**config.mk**
```make
export PLATFORM = sky130hd
export DESIGN_NAME = multicycle_control_fsm
export DESIGN_NICKNAME = d
export VERILOG_FILES = /design/src/rtl/multicycle_control_fsm.sv
export SDC_FILE = /design/constraint.sdc
export NUM_CORES = 1
export LEC_CHECK = 0
export CORE_MARGIN = 8
export CORE_UTILIZATION = 34
export CTS_BUF_LIST = sky130_fd_sc_hd__clkbuf_16
export DETAILED_ROUTE_END_ITERATION = 8
export HOLD_SLACK_MARGIN = 0.15
export PLACE_DENSITY = 0.8
export SYNTH_ARGS = -nofsm -noshare
export SYNTH_HDL_FRONTEND = slang
export SYNTH_SLANG_ARGS = --single-unit
```
**constraint.sdc**
```tcl
create_clock -name clk_i -period 1.4 [get_ports clk_i]
set_input_delay 0.28 -clock clk_i [delete_from_list [all_inputs] [get_ports clk_i]]
set_output_delay 0.28 -clock clk_i [all_outputs]
set_load 0.01 [all_outputs]
```
**src/rtl/multicycle_control_fsm.sv**
```systemverilog
// Multi-cycle RV32 control sequencer: FETCH/DECODE/EXEC/MEM/WB/BRANCH with a
// memory-ready timeout and a sticky HALT carrying a fault code.
//
// state  | meaning
// FETCH  | read instruction at PC; load IR and PC+4 when memory is ready
// DECODE | classify opcode from IR; illegal encodings go to HALT
// EXEC   | ALU operation (funct-decoded for R, address add for LOAD/STORE)
// MEM    | data access at ALU address, held until memory is ready
// WB     | single-cycle register file write
// BRANCH | compare via ALU subtract, conditionally load branch target
// HALT   | stopped with fault code; only reset leaves
module multicycle_control_fsm #(
  parameter logic [6:0] OP_R      = 7'd51,
  parameter logic [6:0] OP_LOAD   = 7'd3,
  parameter logic [6:0] OP_STORE  = 7'd35,
  parameter logic [6:0] OP_BRANCH = 7'd99,
  parameter int         TIMEOUT   = 16
) (
  input  logic        clk_i,
  input  logic        rst_i,
  input  logic [31:0] instr_i,
  input  logic        mem_ready_i,
  input  logic        alu_zero_i,
  output logic        pc_write_o,
  output logic        pc_src_o,
  output logic        ir_write_o,
  output logic        i_or_d_o,
  output logic        mem_read_o,
  output logic        mem_write_o,
  output logic        reg_write_o,
  output logic        mem_to_reg_o,
  output logic [1:0]  alu_op_o,
  output logic [2:0]  state_out_o,
  output logic        halted_o,
  output logic [1:0]  fault_o
);

  localparam int CW = (TIMEOUT > 2) ? $clog2(TIMEOUT) : 1;
  localparam logic [CW-1:0] WAIT_LAST = CW'(TIMEOUT - 1);

  typedef enum logic [2:0] {
    S_FETCH  = 3'd0,
    S_DECODE = 3'd1,
    S_EXEC   = 3'd2,
    S_MEM    = 3'd3,
    S_WB     = 3'd4,
    S_BRANCH = 3'd5,
    S_HALT   = 3'd7
  } state_t;

  typedef enum logic [1:0] {
    C_R      = 2'd0,
    C_LOAD   = 2'd1,
    C_STORE  = 2'd2,
    C_BRANCH = 2'd3
  } class_t;

  localparam logic [1:0] FAULT_NONE    = 2'b00;
  localparam logic [1:0] FAULT_ILLEGAL = 2'b01;
  localparam logic [1:0] FAULT_TIMEOUT = 2'b10;

  state_t          state_q, state_d;
  class_t          class_q, class_d;
  logic [1:0]      fault_q, fault_d;
  logic [CW-1:0]   wait_q, wait_d;

  logic [6:0] opcode;
  logic [2:0] funct3;
  logic       unused_instr_bits;

  assign opcode            = instr_i[6:0];
  assign funct3            = instr_i[14:12];
  assign unused_instr_bits = ^{instr_i[31:15], instr_i[11:7]};

  always_ff @(posedge clk_i) begin
    if (rst_i) begin
      state_q <= S_FETCH;
      class_q <= C_R;
      fault_q <= FAULT_NONE;
      wait_q  <= '0;
    end else begin
      state_q <= state_d;
      class_q <= class_d;
      fault_q <= fault_d;
      wait_q  <= wait_d;
    end
  end

  always_comb begin
    state_d      = state_q;
    class_d      = class_q;
    fault_d      = fault_q;
    wait_d       = '0;
    pc_write_o   = 1'b0;
    pc_src_o     = 1'b0;
    ir_write_o   = 1'b0;
    i_or_d_o     = 1'b0;
    mem_read_o   = 1'b0;
    mem_write_o  = 1'b0;
    reg_write_o  = 1'b0;
    mem_to_reg_o = 1'b0;
    alu_op_o     = 2'b00;
    halted_o     = 1'b0;

    unique case (state_q)
      S_FETCH: begin
        mem_read_o = 1'b1;
        if (mem_ready_i) begin
          ir_write_o = 1'b1;
          pc_write_o = 1'b1;
          state_d    = S_DECODE;
        end else if (wait_q == WAIT_LAST) begin
          state_d = S_HALT;
          fault_d = FAULT_TIMEOUT;
        end else begin
          wait_d = wait_q + 1'b1;
        end
      end
      S_DECODE: begin
        if (opcode == OP_R) begin
          class_d = C_R;
          state_d = S_EXEC;
        end else if (opcode == OP_LOAD) begin
          class_d = C_LOAD;
          state_d = S_EXEC;
        end else if (opcode == OP_STORE) begin
          class_d = C_STORE;
          state_d = S_EXEC;
        end else if (opcode == OP_BRANCH && funct3[2:1] == 2'b00) begin
          class_d = C_BRANCH;
          state_d = S_BRANCH;
        end else begin
          state_d = S_HALT;
          fault_d = FAULT_ILLEGAL;
        end
      end
      S_EXEC: begin
        alu_op_o = (class_q == C_R) ? 2'b10 : 2'b00;
        state_d  = (class_q == C_R) ? S_WB : S_MEM;
      end
      S_MEM: begin
        i_or_d_o    = 1'b1;
        mem_read_o  = (class_q == C_LOAD);
        mem_write_o = (class_q == C_STORE);
        if (mem_ready_i) begin
          state_d = (class_q == C_LOAD) ? S_WB : S_FETCH;
        end else if (wait_q == WAIT_LAST) begin
          state_d = S_HALT;
          fault_d = FAULT_TIMEOUT;
        end else begin
          wait_d = wait_q + 1'b1;
        end
      end
      S_WB: begin
        reg_write_o  = 1'b1;
        mem_to_reg_o = (class_q == C_LOAD);
        state_d      = S_FETCH;
      end
      S_BRANCH: begin
        alu_op_o   = 2'b01;
        pc_src_o   = 1'b1;
        pc_write_o = (funct3 == 3'b000) ? alu_zero_i : ~alu_zero_i;
        state_d    = S_FETCH;
      end
      S_HALT: begin
        halted_o = 1'b1;
      end
      default: begin
        state_d = S_FETCH;
      end
    endcase

    // A PC or IR load during reset would corrupt the restarted fetch.
    if (rst_i) begin
      pc_write_o = 1'b0;
      ir_write_o = 1'b0;
    end
  end

  assign state_out_o = state_q;
  assign fault_o     = fault_q;

endmodule

```
Word-level counts from Yosys, hierarchy flattened. Cells that the tools add are included.

Reduce and logical (&&, ||, !) cells: 11. Muxes and demuxes: 36. Add/sub/neg operators: 1. Bitwise logic cells: 2. Eq/ne operators: 19.

Operators by type and width (count): 2-bit two-way mux (12); 3-bit two-way mux (8); 3-bit one-hot mux with 5 select lines (1); 7-bit by 6-bit == test with 1-bit output, second input constant (2); 1-bit two-way mux (11); 2-bit != test, second input constant (5); 3-bit == test, second input constant (3); 2-bit one-hot mux with 2 select lines (2); 7-bit by 2-bit == test with 1-bit output, second input constant (1); 7-bit == test, second input constant (1); 7-bit AND reduction (1); 3-bit by 2-bit == test with 1-bit output, second input constant (2); 3-bit logical NOT (2); 4-bit by 1-bit adder with 4-bit output, second input constant (1); 4-bit == test, second input constant (1); 2-bit logical NOT (2); 1-bit one-hot mux with 2 select lines (2); 4-bit nonzero test (1); 4-bit OR reduction (1); 3-bit by 1-bit == test with 1-bit output, second input constant (1); 2-bit by 1-bit == test with 1-bit output, second input constant (1); 2-bit == test, second input constant (1); 2-bit by 1-bit != test with 1-bit output, second input constant (1); 1-bit inverter (2); 4 further kinds (4).

Bits in registers: 11. Input port bits: 36. Logic and storage cells: 73. Output and inout port bits: 16.

Depth between registers and ports, before layout. Gate-level depths: netlist of run 1.

Depth after elaboration: 7. Depth in mapped cells: 5. Gate-level depth less buffers: 5.

Worst setup path after synthesis of run 1. Ideal clock, no wire load.

Path type: reg2out. Start point: reg state_q[1] (netlist: state_out_o[1]). End point: out mem_write_o. Data required time: 1120 ps. Arrival time: 1244 ps. Setup slack: -124 ps. Stages on the path, launching flop included: 4. Cells stage by stage: dfxtp_1 buf_2 nand2_1 nor4b_1.

Longest elaborated chain between the ends: 2.

Ends and longest elaborated chain: from (decl) (RTL line 62) `state_t state_q, state_d;`; from (signal assigned) (RTL line 82) `state_q <= state_d;`; 3-bit by 2-bit == test with 1-bit output (RTL line 105) `unique case (state_q)`; 1-bit two-way mux (RTL line 105); to (decl) (RTL line 29) `output logic mem_write_o,`.

Every way passes these cells.

Worst setup path after layout of run 1.
Start point: reg state_q[0] (netlist: state_out_o[0]). End point: out pc_write_o.

Longest elaborated chain between the ends: 3.

Ends and longest elaborated chain: 3-bit == test / 3-bit logical NOT (equally long branches) (RTL line 105); 1-bit one-hot mux with 2 select lines * (RTL line 105); 1-bit two-way mux * (RTL line 174) `if (rst_i) begin`; to (decl) (RTL line 24) `output logic pc_write_o,`.

Every way passes the cells marked *; elsewhere a longest branch is shown, timed or not.

==> run summary, run 1 <==
Status: finished, violations left
Failing checks: negative setup slack
Worst Setup Path Type: reg -> out
CTS HTree Levels: 1
P&R area growth vs syn: 95.5%
Max Fclk: 0.682 GHz
Most frequent cells in the layout: buf_4, buf_2, nor2_1
Reg-to-reg setup timing slack: 0 ns
WL per Instance: 14.9 um
Number of DRC markers in iteration 0: 35
Vias per cell: 5.18
Crit-path max FO: 8
Syn_area_per_cell: 8.23 um^2
Min-Delay Path Depth: 3
TritonCTS Buffers: 3
Sequential fraction of the synthesis area: 0.308
GR Util met3: 0.0453
Gpl congestion: 0.950
VDD IR-drop max: 979 uV
Area of the core: 1980 um^2
Most common cell after layout, fill and taps aside: buf_4
Placed Cells: 163
Largest net degree at the start of global routing: 9
Worst Setup Slack post-DPL: -0.913 ns
Critical path buffer and inverter count: 1
Number of synthesized flops with an enable pin: 0
Clk slew on worst S/H paths: 0.04 ns
Antenna violations before repair: 0
Critical path required time: 1.12 ns
FF-to-FF path depth: 6
Setup violators final: 4
Synth warnings: 0
Worst min-delay path class: in -> reg
Critical path, cell by cell: and2_4 > a22oi_2 > nor3_1 > buf_2
Slew HR: 0.748
Critical Path Max Stage Delay: 0.40 ns
Busiest layer in global routing: met2
#FFs+latches synth: 11
DRT Pass-1 Iters: 5
# hold bufs at CTS: 0
Via count: 885
Final worst setup slack: -0.0669 ns
Clk_lat worst skew: 0.24 ns
Worst Setup Start Kind: register
Synth cell types: 39
IO buf count: 29
Final Hold Viols: 0
Reg2Reg Capture Point: class_q[0]
Net Count, Synth: 124
Finished Layout Cells: 171
CTS root buf: clkbuf_16
Levels on crit path: 4
Die area: 3830 um^2
Leakage power: 0.702 nW
Dpl cell area: 1210 um^2
CP endpoint kind: output pin
# clock sinks: 11
Fin crit period: 1.47 ns
Total wire length: 2.55 mm
Ant diodes: 0
Post-Synthesis Cells: 87
Hold Startpoint: instr_i[5]
Die width: 61.9 um
Critical Path Start: state_out_o[0]
CTS tree: built
Cell area after synthesis: 716 um^2
Fin crit share: 1.05
Synth Flop Type: dfxtp_1
RSZ-0062 raised after global routing: true
IO Count: 52
Initial core utilization: 0.361
Final instance area: 1400 um^2
Detail Route Antenna Nets: 0
Skew final: 0.00330 ns
Number of global-route vias before repair: 852
Worst path top cell family by delay: flip-flops
Met1 usage in global routing: 0.131
DRC viols: 0
Util after Layout: 0.706
CTS Buffer Depth: 2
Max-cap violation count: 0
Met2 Use GR: 0.241
Worst R2R Start: state_out_o[1]
PD cells: 1700 nW/um^2
Die Y: 61.9 um
Dpl hpwl: 1.88 mm
WP data arrival: 1.19 ns
Worst-Margin Slew: 0.376 ns
Crit-path slowest cell: dfxtp_4
GRT overflow: 0
Post-synth ARST share: 0
Total design power: 2.38 mW
Layout cells sized above 1: 0.507
Core Rows: 16
Slew Limit Fails: 0
Crit path to: pc_write_o
First-pass GRT wire length: 3.78 mm
GRT Util Overall: 0.135
Nets: 182
-- worst min-delay path by stage --
stage	to	slack [ns]
5_1_grt	class_q[0]	0.43
3_3_place_gp	wait_q[0]	0.43
3_5_place_dp	wait_q[0]	0.44
6_report	class_q[0]	0.40
2_1_floorplan	class_q[0]	0.39
4_1_cts	wait_q[0]	0.45
-- logic make-up (layout without fill, tap and decap cells) --
family          count (synthesis)  count (layout)  synth area share
compound gates                 23              23             0.234
xor+xnor                        4               4            0.0490
fa+ha+maj                       1               1            0.0175
buf+inv                         9              66            0.0577
flops                          11              11             0.308
simple gates                   39              39             0.334
-- where the power goes --
part	internal, mW	switching [mW]	leakage, nW
registers	0.410	0.118	0.0919
logic	0.743	0.596	0.568
clock network	0.375	0.140	0.0423
total	1.53	0.854	0.702
-- stage by stage --
step	TNS, ns	hold slack (ns)
CTS	-0.246	0.446
detailed placement	-6.03	0.437
global placement	-5.27	0.427
floorplan	-0.0124	0.386
global route	-0.457	0.425
finish	-0.135	0.405
-- state kept, by name (all words and copies together) (netlist names) --
signal,flops
class_q,2
wait_q,4
state_out_o,3
fault_o,2
-- worst reg2reg max path: stages, from the launching register on --
cell and delay (ns):
dfxtp_4 0.36, buf_6 0.12, buf_6 0.11, nor3b_4 0.23, inv_2 0.07, o21ba_4 0.22, a311oi_2 0.22
-- metal layers --
metal  wire (um)  vias up  share of wire
li1            -      428              -
met1        1030      414           0.40
met2        1280       36           0.50
met3         177        7          0.069
met4          65        0          0.026
met5           0        -              0
-- layout make-up --
cell class                      count  area [um^2]
Clock buffer                        3         75.1
Clock inverter                      1         3.75
Fill cell                         137          583
Inverter                            4         15.0
Multi-Input combinational cell     67          561
Sequential cell                    11          233
Tap cell                           27         33.8
Timing Repair Buffer               58          478
-- cell usage after synthesis (2+ instances only) --
cell type	number	area, um^2
and3_1	6	37.5
nand2_1	3	11.3
o31ai_1	2	15.0
inv_1	4	15.0
nor3_1	2	10.0
a21oi_1	3	15.0
xnor2_1	3	26.3
a31oi_1	3	18.8
buf_2	3	15.0
a22oi_1	2	15.0
dfxtp_1	11	220
nor2_1	15	56.3
and2_1	3	18.8
nor2b_1	2	12.5
-- repair_timing --
action | CTS | global route
pin swaps | 10 | 12
gates cloned | 0 | 0
buffers inserted | 2 | 2
setup endpoints to repair | 19 | 18
gates resized for setup | 79 | 31
Power figures use the tool's default switching activity.
==> run 2, diff against run 1 <==
Settings changed: ABC_AREA set to 1, PLACE_DENSITY 0.8 to 0.78.
==> run 2 against run 1 <==
The flow still finishes with violations (negative setup slack). Non-clock buffer count grew 2. Critical path depth is the same. Global-route usage shrank 0.22 points. Worst setup slack lost 0.049 ns. Die area grew 3.9%. Via count grew 12%. Power shrank 10%. Synthesized cell count grew 28%. Synthesized area grew 5.2%.
==> run summary, run 2 <==
IO buf count: 29
Fin crit period: 1.52 ns
Max reg flops: 4
PD cells: 1480 nW/um^2
Gpl congestion: 0.859
Critical path required time: 1.12 ns
Number of DRC markers in iteration 0: 57
Worst Setup Slack post-DPL: -0.737 ns
Slew Limit Fails: 0
Nets: 212
DRT Pass-1 Iters: 4
Largest reg by FF count: wait_q
Layout cells sized above 1: 0.483
Worst R2R Start: wait_q[0]
Worst Setup Start Kind: register
Met3 WL: 159 um
Die width: 63.1 um
GRT overflow: 0
Total design power: 2.14 mW
Number of global-route vias before repair: 961
Detail Route Antenna Nets: 0
Final worst setup slack: -0.116 ns
Failing checks: negative setup slack
FF-to-FF path depth: 11
P&R area growth vs syn: 91.7%
CTS Buffer Depth: 2
Sequential fraction of the synthesis area: 0.292
Top cell type's share of synthesized area: 0.292
Worst-Margin Slew: 0.221 ns
Area of the core: 2150 um^2
Initial core utilization: 0.351
# clock sinks: 11
Synth Flop Type: dfxtp_1
Fill cell count: 161
Post-Synthesis Cells: 111
Critical Path Max Stage Delay: 0.39 ns
Clk slew on worst S/H paths: 0.04 ns
Max Fclk: 0.660 GHz
Synth area leaders: dfxtp_1, nand2_1, inv_1, nor2_1, a21oi_1
Most frequent cells in the layout: buf_4, nand2_1, inv_1
Dpl hpwl: 1.97 mm
Skew final: 0.000471 ns
Net Count, Synth: 148
TritonCTS Buffers: 3
RSZ-0062 raised after global routing: true
Highest metal used: met4
Max-cap violation count: 0
Post-synth ARST share: 0
Via count: 995
#FFs+latches synth: 11
Slew HR: 0.852
Core Rows: 17
Die area: 3980 um^2
Most common cell after layout, fill and taps aside: buf_4
Synth warnings: 0
Crit-path max FO: 7
VDD IR-drop max: 930 uV
Status: finished, violations left
Hold path endpoint: wait_q[0]
Total wire length: 2.89 mm
Leakage power: 0.733 nW
DRC viols: 0
Dpl cell area: 1250 um^2
IO Count: 52
Worst Setup Path Type: reg -> out
Min-Delay Path Depth: 1
Cell area after synthesis: 753 um^2
CTS tree: built
Vias per cell: 4.93
Syn_area_per_cell: 6.79 um^2
Area leader, netlist: dfxtp_1
CTS HTree Levels: 1
Critical path buffer and inverter count: 2
Reg2Reg Capture Point: state_out_o[0]
Number of synthesized flops with an enable pin: 0
Most frequent cells after synthesis: nand2_1, inv_1, nor2_1, dfxtp_1, a21oi_1
First-pass GRT wire length: 4.40 mm
Most common cell in the netlist: nand2_1
Synth cell types: 26
Met2 wire length: 1.61 mm
Clk_lat worst skew: 0.24 ns
Die Y: 63.1 um
Worst min-delay path class: reg -> reg
CTS root buf: clkbuf_16
Reg-to-reg setup timing slack: 0.01 ns
Ant diodes: 0
GRT Util Overall: 0.133
M1 wire length: 1.01 mm
WHS: 0.417 ns
Final Hold Viols: 0
Hold Startpoint: wait_q[0]
Largest net degree at the start of global routing: 8
Final instance area: 1440 um^2
Fin crit share: 1.08
WP data arrival: 1.24 ns
Crit-path slowest cell: dfxtp_4
Antenna violations before repair: 0
CP endpoint kind: output pin
Setup violators final: 4
Critical path, cell by cell: inv_4 > nand4_1 > nor2_1 > buf_2
WL per Instance: 14.3 um
Worst path top cell family by delay: flip-flops
## run 2: cell types whose count changed in the layout (fill, tap and decap cells not counted), moves of 4 or more
cell             before  now
and3_1                5    0
inv_1                 4   13
buf_2                13    9
nand3_1               1    7
clkdlybuf4s50_1       0    7
nand2_1               2   21
inv_2                 1    5
a21oi_2               0    4
dlymetal6s2s_1        9    3
buf_4                24   28
## run 2: stage by stage
stage | cells | util | TNS, ns
after floorplan | 111 | - | 0
after global placement | 190 | 0.581 | -3.19
after detailed placement | 190 | 0.581 | -3.62
after CTS | 197 | 0.624 | -0.349
after global routing | 202 | 0.672 | -0.821
final | 202 | 0.672 | -0.315
## run 2: where the power goes
group,leakage (nW),internal (mW),switching (mW),total [mW]
registers,0.0920,0.379,0.0870,0.466
logic,0.599,0.550,0.604,1.15
clock network,0.0423,0.375,0.142,0.516
total,0.733,1.30,0.833,2.14
## run 2: repair_timing
| action | in CTS | in global routing |
|---|---|---|
| gates cloned | 0 | 0 |
| resized for setup | 63 | 31 |
| setup buffers | 3 | 5 |
| setup endpoints to repair | 15 | 15 |
| hold buffers | 0 | 0 |
| pin swaps | 7 | 7 |
## run 2: worst max path at each step
stage / from / to / slack, ns / depth (start not counted)
after floorplan: state_out_o[1] / pc_write_o / 0.05 / 5
after global placement: instr_i[13] / pc_write_o / -0.67 / 6
after global routing: wait_q[0] / state_out_o[0] / -0.15 / 11
final: state_out_o[0] / ir_write_o / -0.12 / 4
after CTS: state_out_o[0] / mem_read_o / -0.11 / 5
after detailed placement: instr_i[13] / pc_write_o / -0.74 / 6
## run 2: cell type report
class                           count  area (um^2)  share of cell area
Clock buffer                        3         75.1              0.0520
Inverter                           20         87.6              0.0607
Multi-Input combinational cell     79          518               0.359
Sequential cell                    11          231               0.160
Timing Repair Buffer               60          493               0.341
Tap cell                           28         35.0              0.0243
Clock inverter                      1         3.75             0.00260
## run 2: logic make-up (layout without fill, tap and decap cells)
| family | Yosys count | after routing | share of synthesized area |
|---|---|---|---|
| AND/OR/NAND/NOR | 63 | 63 | 0.465 |
| XOR/XNOR | 2 | 2 | 0.0233 |
| flip-flops | 11 | 11 | 0.292 |
| AO/OA/AOI/OAI | 13 | 13 | 0.0897 |
| adder cells (fa/ha/maj) | 1 | 1 | 0.0166 |
| buffers and inverters | 21 | 84 | 0.113 |
## run 2: metal layers
layer  up-vias  track usage
met1       457        0.132
met4         0       0.0541
li1        486            -
met3        13       0.0336
met2        39        0.255
met5         -            0
==> run 3, diff against run 2 <==
Settings changed: SETUP_SLACK_MARGIN set to 0.02.
==> run 3 against run 2 <==
The flow still finishes with violations (negative setup slack). Power decreased by 1.5%. Clock power about the same. Cell count decreased by 0.50%. Fmax increased by 1.3%. Hold slack got worse by 0.00087 ns. Non-clock buffer count decreased by 1. Routed wire length decreased by 2.1%. Count of clock-buffer cells in the layout unchanged. Critical path type unchanged. Die area unchanged.
==> run summary, run 3 (synthesis results as in run 2) <==
DRC viols: 0
Initial core utilization: 0.351
Clk_lat worst skew: 0.24 ns
CP endpoint kind: output pin
First-pass GRT wire length: 4.40 mm
Skew final: 0.00123 ns
TritonCTS Buffers: 3
Clk slew on worst S/H paths: 0.04 ns
Fin crit share: 1.07
Antenna violations before repair: 0
Worst Setup Path Type: reg -> out
Number of DRC markers in iteration 0: 37
Leakage power: 0.766 nW
Final worst setup slack: -0.0968 ns
Layout cells sized above 1: 0.503
P&R area growth vs syn: 91.0%
Area of the core: 2150 um^2
CTS HTree Levels: 1
Die Y: 63.1 um
Die area: 3980 um^2
GRT overflow: 0
Max reg flops: 4
Number of global-route vias before repair: 961
Via count: 988
CTS root buf: clkbuf_16
Detail Route Antenna Nets: 0
Crit-path max FO: 2
Slew HR: 0.826
WP data arrival: 1.22 ns
WHS: 0.416 ns
Fill cell count: 158
IO Count: 52
CTS tree: built
Fin crit period: 1.50 ns
Ant diodes: 0
GRT Util Overall: 0.133
Max Fclk: 0.668 GHz
Worst Setup Start Kind: register
Final Hold Viols: 0
Slew Limit Fails: 0
Gpl congestion: 0.859
Vias per cell: 4.92
CTS Buffer Depth: 2
Most common cell after layout, fill and taps aside: buf_4
Critical path required time: 1.12 ns
Most frequent cells in the layout: buf_4, nand2_1, inv_1
VDD IR-drop max: 914 uV
Total wire length: 2.82 mm
# clock sinks: 11
Status: finished, violations left
Max-cap violation count: 0
PD cells: 1460 nW/um^2
Placed Cells: 190
WL per Instance: 14.0 um
Nets: 211
Largest net degree at the start of global routing: 8
Min-Delay Path Depth: 1
FF-to-FF path depth: 11
Die width: 63.1 um
Core Rows: 17
Failing checks: negative setup slack
IO buf count: 29
Largest reg by FF count: wait_q
Dpl hpwl: 1.97 mm
Worst min-delay path class: reg -> reg
Finished Layout Cells: 201
Worst-Margin Slew: 0.258 ns
Setup violators final: 4
RSZ-0062 raised after global routing: true
DRT Pass-1 Iters: 4
run 3: area by class of cell:
type | instances | area (um^2) | share of cell area
multi-input cells | 79 | 527 | 0.366
repair buffers | 59 | 479 | 0.333
flip-flops and latches | 11 | 231 | 0.161
inverters | 20 | 87.6 | 0.0609
clock buffers | 3 | 75.1 | 0.0522
well taps | 28 | 35.0 | 0.0243
clock inverters | 1 | 3.75 | 0.00261
run 3: critical path: stages, from the launching register on:
cell and delay, ns:
dfxtp_2 0.34, inv_2 0.05, nor2_2 0.12, inv_1 0.08, nor4_1 0.20, buf_2 0.19
run 3: path summary, 6_finish.rpt:
| check | from | endpoint | slack [ns] |
|---|---|---|---|
| worst max-delay path | class_q[0] | mem_to_reg_o | -0.1 |
| worst min-delay path | wait_q[0] | wait_q[0] | 0.42 |
| worst max register to register | wait_q[0] | state_out_o[0] | 0.03 |
| worst min register to register | wait_q[0] | wait_q[0] | 0.42 |
run 3: layer usage:
metal | routed length, um | share of wire | GRT usage
met1 | 983 | 0.35 | 0.132
met2 | 1600 | 0.57 | 0.255
met3 | 158 | 0.056 | 0.0336
met4 | 78 | 0.028 | 0.0541
met5 | 0 | 0 | 0
run 3: timing repair:
item / CTS / global route
hold buffers: 0 / 0
gates resized for setup: 65 / 37
setup endpoints to repair: 17 / 17
pin swaps: 7 / 10
setup buffers: 3 / 4
run 3: stage by stage:
stage                     setup slack (ns)  utilization  instance area, um^2  TNS [ns]  power, mW
after floorplan                     0.0455            -                  758         0      0.933
after global placement              -0.672        0.581                 1250     -3.19       1.45
after detailed placement            -0.737        0.581                 1250     -3.62       1.47
after CTS                           -0.110        0.624                 1340    -0.349       2.00
after global routing                -0.186        0.670                 1440    -0.706       2.23
final                              -0.0968        0.670                 1440    -0.252       2.10
run 3: power by group:
group	switching (mW)	internal (mW)	total (mW)
combinational	0.591	0.536	1.13
sequential	0.0848	0.379	0.463
clock	0.139	0.375	0.513
total	0.814	1.29	2.10
